## config.mk

```make
export PLATFORM = sky130hd
export DESIGN_NAME = lu_rr_arbiter
export DESIGN_NICKNAME = d
export VERILOG_FILES = /design/src/rtl/lu_rr_arbiter_pkg.sv /design/src/rtl/lu_rr_arbiter_rr_arb2.sv /design/src/rtl/lu_rr_arbiter.sv
export SDC_FILE = /design/constraint.sdc
export NUM_CORES = 1
export LEC_CHECK = 0
export CORE_MARGIN = 2
export CORE_UTILIZATION = 39
export DETAILED_ROUTE_END_ITERATION = 8
export PLACE_DENSITY = 0.8
export SLEW_MARGIN = 20
export SYNTH_ARGS = -nofsm -noshare
export SYNTH_HDL_FRONTEND = slang
export SYNTH_SLANG_ARGS = --single-unit
```

## constraint.sdc

```tcl
create_clock -name clk -period 1.67 [get_ports clk]
set_input_delay 0.167 -clock clk [delete_from_list [all_inputs] [get_ports clk]]
set_output_delay 0.167 -clock clk [all_outputs]
set_load 0.1 [all_outputs]
```

## src/rtl/lu_rr_arbiter_pkg.sv

```systemverilog
// ============================================================================
// Module   : lu_pkg
// Brief    : Shared LU op codes, width and arbiter FSM state encoding.
// Revision : 1.0
// ============================================================================
`default_nettype none

package lu_pkg;

    localparam int LU_WIDTH = 4;

    localparam logic [1:0] LU_OP_ONES  = 2'b00;
    localparam logic [1:0] LU_OP_OR    = 2'b01;
    localparam logic [1:0] LU_OP_ZEROS = 2'b10;
    localparam logic [1:0] LU_OP_AND   = 2'b11;

    typedef enum logic [1:0] {
        ST_IDLE  = 2'd0,
        ST_DRIVE = 2'd1,
        ST_RESP  = 2'd2
    } state_t;

endpackage

`default_nettype wire

```

## src/rtl/lu_rr_arbiter_rr_arb2.sv

```systemverilog
// ============================================================================
// Module   : rr_arb2
// Brief    : Combinational two-way round-robin pick.
// Revision : 1.0
// ============================================================================
`default_nettype none

module rr_arb2 (
    input  logic valid0_i,
    input  logic valid1_i,
    input  logic last_grant_i,
    output logic gnt_valid_o,
    output logic gnt_id_o
);

    assign gnt_valid_o = valid0_i | valid1_i;
    // On contention the requester that did not win last time goes next.
    assign gnt_id_o    = (valid0_i & valid1_i) ? ~last_grant_i : valid1_i;

endmodule

`default_nettype wire

```

## src/rtl/lu_rr_arbiter.sv

```systemverilog
// ============================================================================
// Module   : lu_rr_arbiter
// Brief    : Round-robin sharing of one external 4-bit logic unit by two requesters.
// Revision : 1.0
// ============================================================================
`default_nettype none

module lu_rr_arbiter
    import lu_pkg::*;
#(
    parameter int WIDTH     = LU_WIDTH,
    parameter int OP_CYCLES = 1
) (
    input  logic             clk,
    input  logic             rst,
    input  logic             req0_valid,
    output logic             req0_ready,
    input  logic [WIDTH-1:0] req0_a,
    input  logic [WIDTH-1:0] req0_b,
    input  logic [1:0]       req0_op,
    output logic             rsp0_valid,
    input  logic             rsp0_ready,
    output logic [WIDTH-1:0] rsp0_x,
    input  logic             req1_valid,
    output logic             req1_ready,
    input  logic [WIDTH-1:0] req1_a,
    input  logic [WIDTH-1:0] req1_b,
    input  logic [1:0]       req1_op,
    output logic             rsp1_valid,
    input  logic             rsp1_ready,
    output logic [WIDTH-1:0] rsp1_x,
    output logic [WIDTH-1:0] lu_a,
    output logic [WIDTH-1:0] lu_b,
    output logic [1:0]       lu_op,
    input  logic [WIDTH-1:0] lu_x,
    output logic             busy,
    output logic             grant_id,
    output logic [7:0]       op_count
);

    localparam logic [3:0] c_LAST_CNT = 4'(OP_CYCLES - 1);

    state_t           state_q, state_d;
    logic [WIDTH-1:0] lu_a_q, lu_a_d;
    logic [WIDTH-1:0] lu_b_q, lu_b_d;
    logic [1:0]       lu_op_q, lu_op_d;
    logic [WIDTH-1:0] rsp_x_q, rsp_x_d;
    logic             grant_q, grant_d;
    logic             last_grant_q, last_grant_d;
    logic [3:0]       cnt_q, cnt_d;
    logic [7:0]       op_count_q, op_count_d;

    logic w_gnt_valid;
    logic w_gnt_id;
    logic w_rsp_ready;

    rr_arb2 u_rr_arb2 (
        .valid0_i     (req0_valid),
        .valid1_i     (req1_valid),
        .last_grant_i (last_grant_q),
        .gnt_valid_o  (w_gnt_valid),
        .gnt_id_o     (w_gnt_id)
    );

    assign w_rsp_ready = grant_q ? rsp1_ready : rsp0_ready;

    always_comb begin
        state_d      = state_q;
        lu_a_d       = lu_a_q;
        lu_b_d       = lu_b_q;
        lu_op_d      = lu_op_q;
        rsp_x_d      = rsp_x_q;
        grant_d      = grant_q;
        last_grant_d = last_grant_q;
        cnt_d        = cnt_q;
        op_count_d   = op_count_q;
        case (state_q)
            ST_IDLE: begin
                // Ready is only offered to the winner, so a grant is an accept.
                if (w_gnt_valid) begin
                    lu_a_d  = w_gnt_id ? req1_a  : req0_a;
                    lu_b_d  = w_gnt_id ? req1_b  : req0_b;
                    lu_op_d = w_gnt_id ? req1_op : req0_op;
                    grant_d = w_gnt_id;
                    cnt_d   = 4'd0;
                    state_d = ST_DRIVE;
                end
            end
            ST_DRIVE: begin
                cnt_d = cnt_q + 4'd1;
                if (cnt_q == c_LAST_CNT) begin
                    rsp_x_d = lu_x;
                    state_d = ST_RESP;
                end
            end
            ST_RESP: begin
                if (w_rsp_ready) begin
                    last_grant_d = grant_q;
                    op_count_d   = op_count_q + 8'd1;
                    state_d      = ST_IDLE;
                end
            end
            default: state_d = ST_IDLE;
        endcase
    end

    always_ff @(posedge clk) begin
        if (rst) begin
            state_q      <= ST_IDLE;
            lu_a_q       <= '0;
            lu_b_q       <= '0;
            lu_op_q      <= '0;
            rsp_x_q      <= '0;
            grant_q      <= 1'b0;
            last_grant_q <= 1'b1;
            cnt_q        <= '0;
            op_count_q   <= '0;
        end else begin
            state_q      <= state_d;
            lu_a_q       <= lu_a_d;
            lu_b_q       <= lu_b_d;
            lu_op_q      <= lu_op_d;
            rsp_x_q      <= rsp_x_d;
            grant_q      <= grant_d;
            last_grant_q <= last_grant_d;
            cnt_q        <= cnt_d;
            op_count_q   <= op_count_d;
        end
    end

    assign req0_ready = (state_q == ST_IDLE) && w_gnt_valid && !w_gnt_id;
    assign req1_ready = (state_q == ST_IDLE) && w_gnt_valid &&  w_gnt_id;
    assign rsp0_valid = (state_q == ST_RESP) && !grant_q;
    assign rsp1_valid = (state_q == ST_RESP) &&  grant_q;
    assign rsp0_x     = rsp_x_q;
    assign rsp1_x     = rsp_x_q;
    assign lu_a       = lu_a_q;
    assign lu_b       = lu_b_q;
    assign lu_op      = lu_op_q;
    assign busy       = (state_q != ST_IDLE);
    assign grant_id   = grant_q;
    assign op_count   = op_count_q;

endmodule

`default_nettype wire

```

**After elaboration in Yosys (flattened, before gate mapping)**

Cells that the tools add are included.

- $add $sub $neg: 2
- Equal/unequal tests: 5
- Mux-type cells: 11
- Bitwise gates (word level): 3
- Reductions and logical operators: 16

Operators with widths:

| operator | number |
|---|---|
| 4-bit two-way mux | 3 |
| 8-bit by 1-bit adder with 8-bit output, second input constant | 1 |
| 2-bit two-way mux | 4 |
| 4-bit case mux with 2 select lines | 1 |
| 2-bit AND reduction | 4 |
| 2-bit != test, second input constant | 3 |
| 2-bit case mux with 3 select lines | 1 |
| 1-bit logical AND | 5 |
| 4-bit by 1-bit adder with 4-bit output, second input constant | 1 |
| 4-bit zero test | 1 |
| 2-bit nonzero test | 2 |
| 3-bit AND reduction | 1 |
| 2-bit by 1-bit == test with 1-bit output, second input constant | 1 |
| 2-bit == test, second input constant | 1 |
| 1-bit zero test | 2 |
| 2-bit zero test | 1 |
| 1-bit two-way mux | 2 |
| 1-bit AND | 1 |
| 1-bit NOT | 1 |
| 1-bit OR | 1 |

- Register bits: 30
- Bits of input ports: 30
- Output and inout bits: 32

**Longest topological paths before layout**

Gate-level depths: netlist of the first run.

- Depth in word-level cells: 4
- Mapped depth: 6
- Gate-level depth less buffers: 5

**Hierarchy**

A second synthesis of the first run with hierarchy kept.

- Cell total of the unflattened synthesis: 162
- Area total of the unflattened synthesis: 1,450.1 um^2

By module, submodules not included:

| module | instances | cells each | area each (um^2) | sequential area each (um^2) |
|---|---|---|---|---|
| lu_rr_arbiter | 1 | 160 | 1,436.4 | 600.6 |
| rr_arb2 | 1 | 2 | 13.8 | 0.0 |

**Worst setup path before layout of the first run**

No wires, ideal clock.

- Path type: reg-to-output
- Start: register grant_q, in the netlist grant_id
- End: output port rsp0_valid
- Arrival time: 2.098 ns
- Path slack: -0.595 ns
- Stages on the path, launching flop included: 2
- Path buffers: 0
- Cells stage by stage: dfxtp_1 > nor2_1

- Word-level cells in the longest chain between the ends: 2

RTL lines:

| element | RTL line | text |
|---|---|---|
| start: declaration | lu_rr_arbiter.sv:48 | `logic grant_q, grant_d;` |
| start signal: assignment | lu_rr_arbiter.sv:124 | `grant_q <= grant_d;` |
| 1-bit zero test | lu_rr_arbiter.sv:133 | `assign rsp0_valid = (state_q == ST_RESP) && !grant_q;` |
| 1-bit logical AND | lu_rr_arbiter.sv:133 |  |
| end: declaration | lu_rr_arbiter.sv:21 | `output logic rsp0_valid,` |

Every way passes these cells.

**Worst setup path after layout of the first run**

- Start: register state_q[1]
- End: output port req1_ready

- Word-level cells in the longest chain between the ends: 3

RTL lines:

| element | RTL line | text |
|---|---|---|
| start: declaration | lu_rr_arbiter.sv:43 | `state_t state_q, state_d;` |
| start signal: assignment | lu_rr_arbiter.sv:119 | `state_q <= state_d;` |
| 2-bit zero test | lu_rr_arbiter.sv:132 | `assign req1_ready = (state_q == ST_IDLE) && w_gnt_valid && w_gnt_id;` |
| 1-bit logical AND (2 in series) | lu_rr_arbiter.sv:132 |  |
| end: declaration | lu_rr_arbiter.sv:25 | `output logic req1_ready,` |

Every way passes these cells.

==> flow_summary.toml, run 1 <==
[synthesis]
synth-xor-area-share_pct = 0.592
synth_compound_area_share_pct = 21.1
yosysTopAreaCellShare_pct = 40.6
avgSynthCellArea_um2 = 8.27
yosys.area_share.simple_pct = 26.0
synthAdderAreaFrac_pct = 2.54
synth_edf_count = 0
yosysSeqAreaShare_pct = 40.6
synthMuxAreaShare_pct = 2.20
synth.cells.most_frequent = "dfxtp_1, nand3_1, a21oi_1"
synthArstFlopShare_pct = 0
synth_cell_type_count = 38
syn_nets = 212
synthesis.area_um2 = 1480
synth_top_cell_by_area = "dfxtp_1"
synth_most_common_cell = "dfxtp_1"
synth_top_family_by_area = "simple AND/OR/NAND/NOR gates"
synthFlopType = "dfxtp_1"
syn_inst = 179
ys_top_cells_by_area = "dfxtp_1, nand3_1, a21oi_1"
synth-seq-cells = 30
yosysWarnings = 0

[global_routing]
grt_max_degree = 26
grt_antenna_before_repair = 0
overflow = 0
first_global_vias = 1571
grt_use_total_pct = 20.7
grt_pass1_wl_mm = 6.89

[timing]
finalHoldViolCount = 0
fin_tns_setup_ns = 0
rsz0062_at_grt = "false"
final-setup-viol-count = 0
fin_crit_sh_pct = 90.3
fin_crit_ns = 1.51
final_max_slew_viol_count = 0
final.setup_skew_ns = 0.00634
fmax_mhz = 663
worst_slew_pin_slew_ns = 0.313
slew-limit-headroom_pct = 79.0

[hold_path]
hold_start = "lu_x[2]"
hold_end = "rsp0_x[2]$_SDFFE_PP0P_"
whs_path_depth = 3
min_path_type = "in -> reg"

[setup_path]
critPathTopFamily = "simple AND/OR/NAND/NOR gates"
slowest_stage = "dfxtp_2"
worstPathRequired_ns = 1.50
regToRegSetupSlack_ns = 0.19
cp_num_buf_inv = 2
r2r-start = "grant_id$_SDFFE_PP0P_"
cp-start-kind = "flop"
path_cells = "nor2_2 > nand2_1 > clkinvlp_4 > buf_12"
path_class = "reg -> out"
crit_fanout = 9
worstPathArrival_ns = 1.34
end_kind = "primary output"
critPathMaxStageDelay_ns = 0.38
r2r_cells = 4
reg2reg_to = "op_count[5]$_SDFFE_PP0P_"

[status]
status = "finished, final reports clean"

[placement]
dpl-instance-area_um2 = 2310
gp_congestion = 0.812
dp.cells = 284
dp_hpwl_mm = 2.96
numPortBuffers = 61

[layout]
fill_cells = 314
regArea_um2 = 621
multi_input_comb_area_um2 = 782
antenna_cells = 0
drive_above_1_share_pct = 27.9
final_cells = 292
syn_to_final_growth_pct = 62.7
final_cell_area_um2 = 2410
fin_util_pct = 65.8
num-nets-final = 276

[clock_tree]
post_cts_resized = 1
cts_made_buffers = 5
cts.clk_slew.worst_paths_ns = 0.06
cts_setup_buffers = 0
clock-sinks = 30
ctsHoldBuffers = 0
cts_buffer_depth = 2
clock_latency_ns = 0.28
clock-root-buffer = "clkbuf_8"
ctsHtreeMaxLevel = 2
cts_tree = "built"

[routing]
post_drt_wl_per_cell_um = 13.6
drc_errors = 0
drt_first_iter_violations = 185
drt-total-wl_mm = 3.97
num_vias = 1607
drt-vias-per-instance = 5.50
dr.pass1.iters = 4
ant_nets = 0

[floorplan]
fp.coreArea_um2 = 3660
dieArea_um2 = 4300
pin_count = 62
die_y_um = 65.6
die_w_um = 65.6
rows = 22
initial_utilization_pct = 40.4

[power_and_ir_drop]
p_total_mw = 2.37
leakagePower_nw = 0.932
vdd_drop_max_mv = 0.638
powerDensity_nw_per_um2 = 983

[job]
maxCapViolations = 0
==> power breakdown <==
group | leakage, nW | total (mW) | internal (mW) | switching, mW
Clock | 0.0455 | 0.592 | 0.336 | 0.256
Sequential | 0.250 | 0.824 | 0.767 | 0.0565
Combinational | 0.636 | 0.951 | 0.311 | 0.641
Total | 0.932 | 2.37 | 1.41 | 0.954
==> registers in the layout, summed over array words and instances (netlist names) <==
signal	cells
grant_id	1
lu_op	2
state_q	2
last_grant_q	1
lu_b	4
op_count	8
lu_a	4
rsp0_x	4
cnt_q	4
==> layer usage <==
layer	part of all wire [%]	routed length (um)	track usage (%)
met5	0	0	0
met4	2.1	85	9.11
met3	8.0	318	7.71
met2	49	1940	34.1
met1	41	1630	24.0
==> how the worst max path moves through the flow <==
stage | start | end | slack, ns | depth (start not counted)
5_1_grt | state_q[1]$_SDFFE_PP0P_ | req1_ready | 0.06 | 4
3_3_place_gp | rsp1_ready | op_count[5]$_SDFFE_PP0P_ | 0.02 | 5
3_5_place_dp | rsp0_ready | op_count[7]$_SDFFE_PP0P_ | -0.02 | 5
6_report | state_q[1]$_SDFFE_PP0P_ | req1_ready | 0.16 | 4
2_1_floorplan | state_q[0]$_SDFFE_PP0P_ | req0_ready | 0.004 | 4
4_1_cts | state_q[1]$_SDFFE_PP0P_ | busy | 0.04 | 3
==> cells by family after synthesis <==
group,Yosys count
simple gates,67
xor+xnor,1
compound gates,54
flops,30
fa+ha+maj,3
mux,3
buf+inv,21
==> through the flow <==
step	setup slack (ns)	hold WS (ns)
final	0.162	0.463
after global routing	0.0557	0.479
after CTS	0.0388	0.456
after detailed placement	-0.0195	0.478
after global placement	0.0217	0.466
after floorplan	0.00351	0.315
==> worst reg2reg max path: cells and delay by family, from the launching register on <==
kind	cells	cell delay, ns
multiplexers	2	0.48
AND/OR/NAND/NOR	1	0.35
flip-flops	1	0.37
buffers and inverters	1	0.17
==> layout by cell type (no fill, tap or decap), drive strengths merged, types with 2 or more instances in the layout <==
| cell | synthesis | final |
|---|---|---|
| a21oi | 15 | 15 |
| a31oi | 11 | 11 |
| buf | 7 | 44 |
| clkbuf | 9 | 8 |
| clkdlybuf4s50 | 0 | 29 |
| dfxtp | 30 | 30 |
| ha | 3 | 3 |
| inv | 5 | 4 |
| mux2 | 2 | 2 |
| nand2 | 6 | 6 |
| nand2b | 3 | 3 |
| nand3 | 26 | 26 |
| nand3b | 4 | 4 |
| nand4 | 2 | 2 |
| nor2 | 8 | 8 |
| nor2b | 4 | 4 |
| nor3b | 2 | 2 |
| nor4 | 2 | 2 |
| o211ai | 3 | 3 |
| o21ai | 17 | 17 |
| o31ai | 4 | 4 |
| or3 | 2 | 2 |
| or4 | 4 | 4 |
==> cell type report <==
cell class | count | share of cell area [%]
clock buffer | 8 | 3.74
multi-input combinational | 128 | 32.5
timing repair buffer | 73 | 34.6
sequential | 30 | 25.8
tap | 48 | 2.49
inverter | 5 | 0.935
No activity file was read; power rests on OpenSTA's default activity.
==> run 2: changes to the inputs <==
--- a/config.mk
+++ b/config.mk
@@ -5,6 +5,7 @@
 export SDC_FILE = /design/constraint.sdc
 export NUM_CORES = 1
 export LEC_CHECK = 0
+export ABC_CLOCK_PERIOD_IN_PS = 1670
 export CORE_MARGIN = 2
 export CORE_UTILIZATION = 39
 export DETAILED_ROUTE_END_ITERATION = 8
@@ -13,3 +14,4 @@
 export SYNTH_ARGS = -nofsm -noshare
 export SYNTH_HDL_FRONTEND = slang
 export SYNTH_SLANG_ARGS = --single-unit
+export TNS_END_PERCENT = 1
==> flow_summary.toml, run 2 (same netlist as run 1, synthesis figures left out) <==
[status]
status = "finished, final reports clean"

[global_routing]
overflow = 0
grt_antenna_before_repair = 0
grt_max_degree = 18
grt_use_total_pct = 21.2
grt_pass1_wl_mm = 7.07
first_global_vias = 1534

[floorplan]
initial_utilization_pct = 40.4
rows = 22
pin_count = 62
die_w_um = 65.6
dieArea_um2 = 4300
fp.coreArea_um2 = 3660
die_y_um = 65.6

[routing]
dr.pass1.iters = 4
drc_errors = 0
drt-vias-per-instance = 5.60
drt_first_iter_violations = 166
drt-total-wl_mm = 4.26
num_vias = 1629
ant_nets = 0
post_drt_wl_per_cell_um = 14.6

[setup_path]
regToRegSetupSlack_ns = 0.18
crit_fanout = 9
worstPathRequired_ns = 1.50
cp-start-kind = "flop"
r2r_cells = 3
path_depth = 3
critPathMaxStageDelay_ns = 0.41
end_kind = "primary output"
path_cells = "nor2_2 > and3_2 > buf_12"
cp_num_buf_inv = 1
critPathTopFamily = "simple AND/OR/NAND/NOR gates"
slowest_stage = "dfxtp_1"
reg2reg_to = "op_count[7]$_SDFFE_PP0P_"
path_class = "reg -> out"
worstPathArrival_ns = 1.38
r2r-start = "grant_id$_SDFFE_PP0P_"

[clock_tree]
cts.clk_slew.worst_paths_ns = 0.06
cts_made_buffers = 5
clock_latency_ns = 0.28
cts_buffer_depth = 2
clock-root-buffer = "clkbuf_8"
clock-sinks = 30
cts_setup_buffers = 0
ctsHtreeMaxLevel = 2
cts_tree = "built"

[job]
maxCapViolations = 0

[placement]
numPortBuffers = 61
gp_congestion = 0.852
dp_hpwl_mm = 3.13
dp_slack_ns = -0.0544
dp.cells = 285

[timing]
fmax_mhz = 645
fin_crit_sh_pct = 92.9
final-setup-viol-count = 0
worst_slew_pin_slew_ns = 0.611
rsz0062_at_grt = "false"
layout_setup_ws_ns = 0.119
slew-limit-headroom_pct = 58.1
hold_slack_ns = 0.458
fin_crit_ns = 1.55
final.setup_skew_ns = 0.00413
final_max_slew_viol_count = 0
finalHoldViolCount = 0

[layout]
syn_to_final_growth_pct = 64.2
layout_common_cells = "clkdlybuf4s50_1, nand3_1, dfxtp_1, buf_4, buf_12"
final_common_cell = "clkdlybuf4s50_1"
num-nets-final = 277
final_cells = 291
largest_reg_flops = 8
drive_above_1_share_pct = 25.9
fin_util_pct = 66.4
antenna_cells = 0
fill_cells = 298

[hold_path]
hold_start = "lu_x[0]"
hold_end = "rsp0_x[0]$_SDFFE_PP0P_"
whs_path_depth = 3
min_path_type = "in -> reg"

[power_and_ir_drop]
vdd_drop_max_mv = 0.531
leakagePower_nw = 0.949
powerDensity_nw_per_um2 = 976
run 2: how the worst max path moves through the flow:
stage / end / start / slack [ns]
3_5_place_dp: op_count[5]$_SDFFE_PP0P_ / rsp0_ready / -0.05
3_3_place_gp: op_count[7]$_SDFFE_PP0P_ / rsp1_ready / -0.02
5_1_grt: req0_ready / state_q[0]$_SDFFE_PP0P_ / 0.04
2_1_floorplan: op_count[5]$_SDFFE_PP0P_ / op_count[3]$_SDFFE_PP0P_ / -0.19
6_report: req0_ready / state_q[0]$_SDFFE_PP0P_ / 0.12
4_1_cts: busy / state_q[1]$_SDFFE_PP0P_ / -0.02
run 2: repair_timing:
action                                  CTS  global route
hold buffers                              0             0
endpoints found under the setup margin    1             3
resized for setup                         0             3
run 2: through the flow:
stage	cell area [um2]	TNS (ns)	power (mW)
4_1_cts	2420	-0.0158	2.38
3_3_place_gp	2340	-0.0531	1.79
3_5_place_dp	2340	-0.152	1.81
2_1_floorplan	1490	-0.767	1.47
5_1_grt	2430	0	2.47
6_report	2430	0	2.37
run 2: layer usage:
metal / vias up / wire, um / share of wire [%] / global-route usage [%]
met2: 68 / 2150 / 50 / 35.3
met3: 11 / 265 / 6.2 / 5.48
met4: 0 / 87 / 2.0 / 9.64
met5: - / 0 / 0 / 0
met1: 765 / 1760 / 41 / 25.6
li1: 785 / - / - / -
run 2: worst register-to-register path, cell delays in order (launching register included):
cell and delay (ns):
dfxtp_2 0.34, mux2i_1 0.54, nor4_1 0.16, mux2_1 0.34
run 2: cell type report:
type	count	area, um2	share of cell area [%]
sequential	30	607	25.0
inverter	5	21.3	0.875
tap	48	60.1	2.47
timing repair buffer	74	878	36.1
multi-input combinational	128	782	32.2
clock buffer	6	82.6	3.40
run 2: report_power, final:
group          total [mW]  internal (mW)  leakage [nW]  switching, mW
Combinational       0.974          0.323         0.658          0.651
Clock               0.573          0.317        0.0431          0.256
Sequential          0.826          0.770         0.247         0.0564
==> run 3: changes to the inputs <==
--- a/config.mk
+++ b/config.mk
@@ -10,7 +10,8 @@
 export CORE_UTILIZATION = 39
 export DETAILED_ROUTE_END_ITERATION = 8
 export PLACE_DENSITY = 0.8
-export SLEW_MARGIN = 20
+export SETUP_SLACK_MARGIN = 0.1
+export SLEW_MARGIN = 0
 export SYNTH_ARGS = -nofsm -noshare
 export SYNTH_HDL_FRONTEND = slang
 export SYNTH_SLANG_ARGS = --single-unit
==> flow_summary.toml, run 3 (same netlist as run 1, synthesis figures left out) <==
[setup_path]
r2r_cells = 4
crit_fanout = 17
worstPathArrival_ns = 1.32
reg2reg_to = "op_count[3]$_SDFFE_PP0P_"
path_class = "reg -> out"
end_kind = "primary output"
worstPathRequired_ns = 1.50
r2r-start = "grant_id$_SDFFE_PP0P_"
cp-start-kind = "flop"
regToRegSetupSlack_ns = 0.22

[global_routing]
first_global_vias = 1561
grt_max_degree = 26
overflow = 0
grt_use_total_pct = 20.8
grt_antenna_before_repair = 0
grt_pass1_wl_mm = 6.89

[hold_path]
min_path_type = "in -> reg"
whs_path_depth = 3
hold_end = "rsp0_x[2]$_SDFFE_PP0P_"
hold_start = "lu_x[2]"

[layout]
layout_common_cells = "clkdlybuf4s50_1, buf_4, nand3_1, dfxtp_1, buf_12"
final_cells = 292
syn_to_final_growth_pct = 63.1
num-nets-final = 276
final_common_cell = "clkdlybuf4s50_1"
multi_input_comb_area_um2 = 787
largest_reg_flops = 8
antenna_cells = 0
drive_above_1_share_pct = 27.9
regArea_um2 = 621
fill_cells = 314

[floorplan]
dieArea_um2 = 4300
initial_utilization_pct = 40.4
die_w_um = 65.6
fp.coreArea_um2 = 3660
die_y_um = 65.6
pin_count = 62
rows = 22

[routing]
post_drt_wl_per_cell_um = 13.8
drt_first_iter_violations = 200
dr.pass1.iters = 4
num_vias = 1605
drt-total-wl_mm = 4.04
ant_nets = 0
drc_errors = 0
drt-vias-per-instance = 5.50

[placement]
dp_slack_ns = -0.0195
numPortBuffers = 61
dp_hpwl_mm = 2.96
gp_congestion = 0.812
dp.cells = 284

[timing]
worst_slew_pin_slew_ns = 0.302
fin_crit_ns = 1.48
fin_crit_sh_pct = 88.8
finalHoldViolCount = 0
fmax_mhz = 674
final.setup_skew_ns = 0.00771
slew-limit-headroom_pct = 79.8
hold_slack_ns = 0.465
layout_setup_ws_ns = 0.186
final_max_slew_viol_count = 0
final-setup-viol-count = 0
rsz0062_at_grt = "false"

[power_and_ir_drop]
seqPwrFrac_pct = 34.8
switching_share_pct = 40.4
switchingPower_mw = 0.958
intPower_mw = 1.42
power_frac_comb_pct = 40.2
leakagePower_nw = 0.933
powerDensity_nw_per_um2 = 983
p_clk_share_pct = 24.9
vdd_drop_max_mv = 0.641

[clock_tree]
cts_setup_buffers = 0
cts.clk_slew.worst_paths_ns = 0.06
clock_latency_ns = 0.28
cts_buffer_depth = 2
clock-root-buffer = "clkbuf_8"
cts_made_buffers = 5
ctsHtreeMaxLevel = 2
clock-sinks = 30
cts_tree = "built"

[status]
status = "finished, final reports clean"

[job]
maxCapViolations = 0
-- run 3: changes by cell type in the layout (fill, tap and decap cells not counted), sizes merged --
cell      previous run  this run
clkbuf               6         8
clkinvlp             0         1
buf                 45        44
inv                  5         4
-- run 3: power by group through the flow --
stage / clock, mW / sequential [mW] / combinational (mW)
floorplan: 0 / 1.08 / 0.389
global placement: 0 / 0.834 / 0.944
detailed placement: 0 / 0.837 / 0.951
CTS: 0.611 / 0.824 / 0.955
global route: 0.652 / 0.836 / 1.00
finish: 0.592 / 0.827 / 0.954
-- run 3: timing repair --
action,4_1_cts,5_1_grt
pin swaps,0,0
endpoints found under the hold margin,0,0
gates resized for setup,3,1
hold buffers,0,0
endpoints found under the setup margin,4,3
-- run 3: layer usage --
| layer | track usage [%] | routed length [um] | vias to the layer above |
|---|---|---|---|
| met5 | 0 | 0 | - |
| met2 | 34.2 | 1960 | 72 |
| met1 | 24.2 | 1680 | 736 |
| li1 | - | - | 785 |
| met3 | 7.71 | 320 | 12 |
| met4 | 9.11 | 85 | 0 |
-- run 3: worst max-delay path by stage --
| stage | start | to | depth (start not counted) |
|---|---|---|---|
| floorplan | state_q[0]$_SDFFE_PP0P_ | req0_ready | 4 |
| global placement | rsp1_ready | op_count[5]$_SDFFE_PP0P_ | 5 |
| detailed placement | rsp0_ready | op_count[7]$_SDFFE_PP0P_ | 5 |
| CTS | state_q[1]$_SDFFE_PP0P_ | req1_ready | 4 |
| global route | state_q[1]$_SDFFE_PP0P_ | busy | 3 |
| finish | state_q[1]$_SDFFE_PP0P_ | busy | 3 |
-- run 3: layout make-up --
| cell class | count | area share [%] |
|---|---|---|
| flip-flops and latches | 30 | 25.7 |
| inverters | 5 | 0.933 |
| well taps | 48 | 2.49 |
| repair buffers | 73 | 34.5 |
| multi-input cells | 128 | 32.6 |
| clock buffers | 8 | 3.73 |
-- run 3: per-stage QoR --
step	TNS, ns	instance area (um2)	power, mW	utilization, %
finish	0	2410	2.37	65.9
global route	0	2410	2.49	65.9
CTS	0	2410	2.39	65.8
detailed placement	-0.0310	2310	1.79	63.2
global placement	0	2310	1.78	63.2
floorplan	0	1510	1.47	-
-- run 3: critical path, stage by stage, from the launching register on --
cell and delay [ns]:
dfxtp_2 0.48, nor2_4 0.09, inv_2 0.25, buf_12 0.22
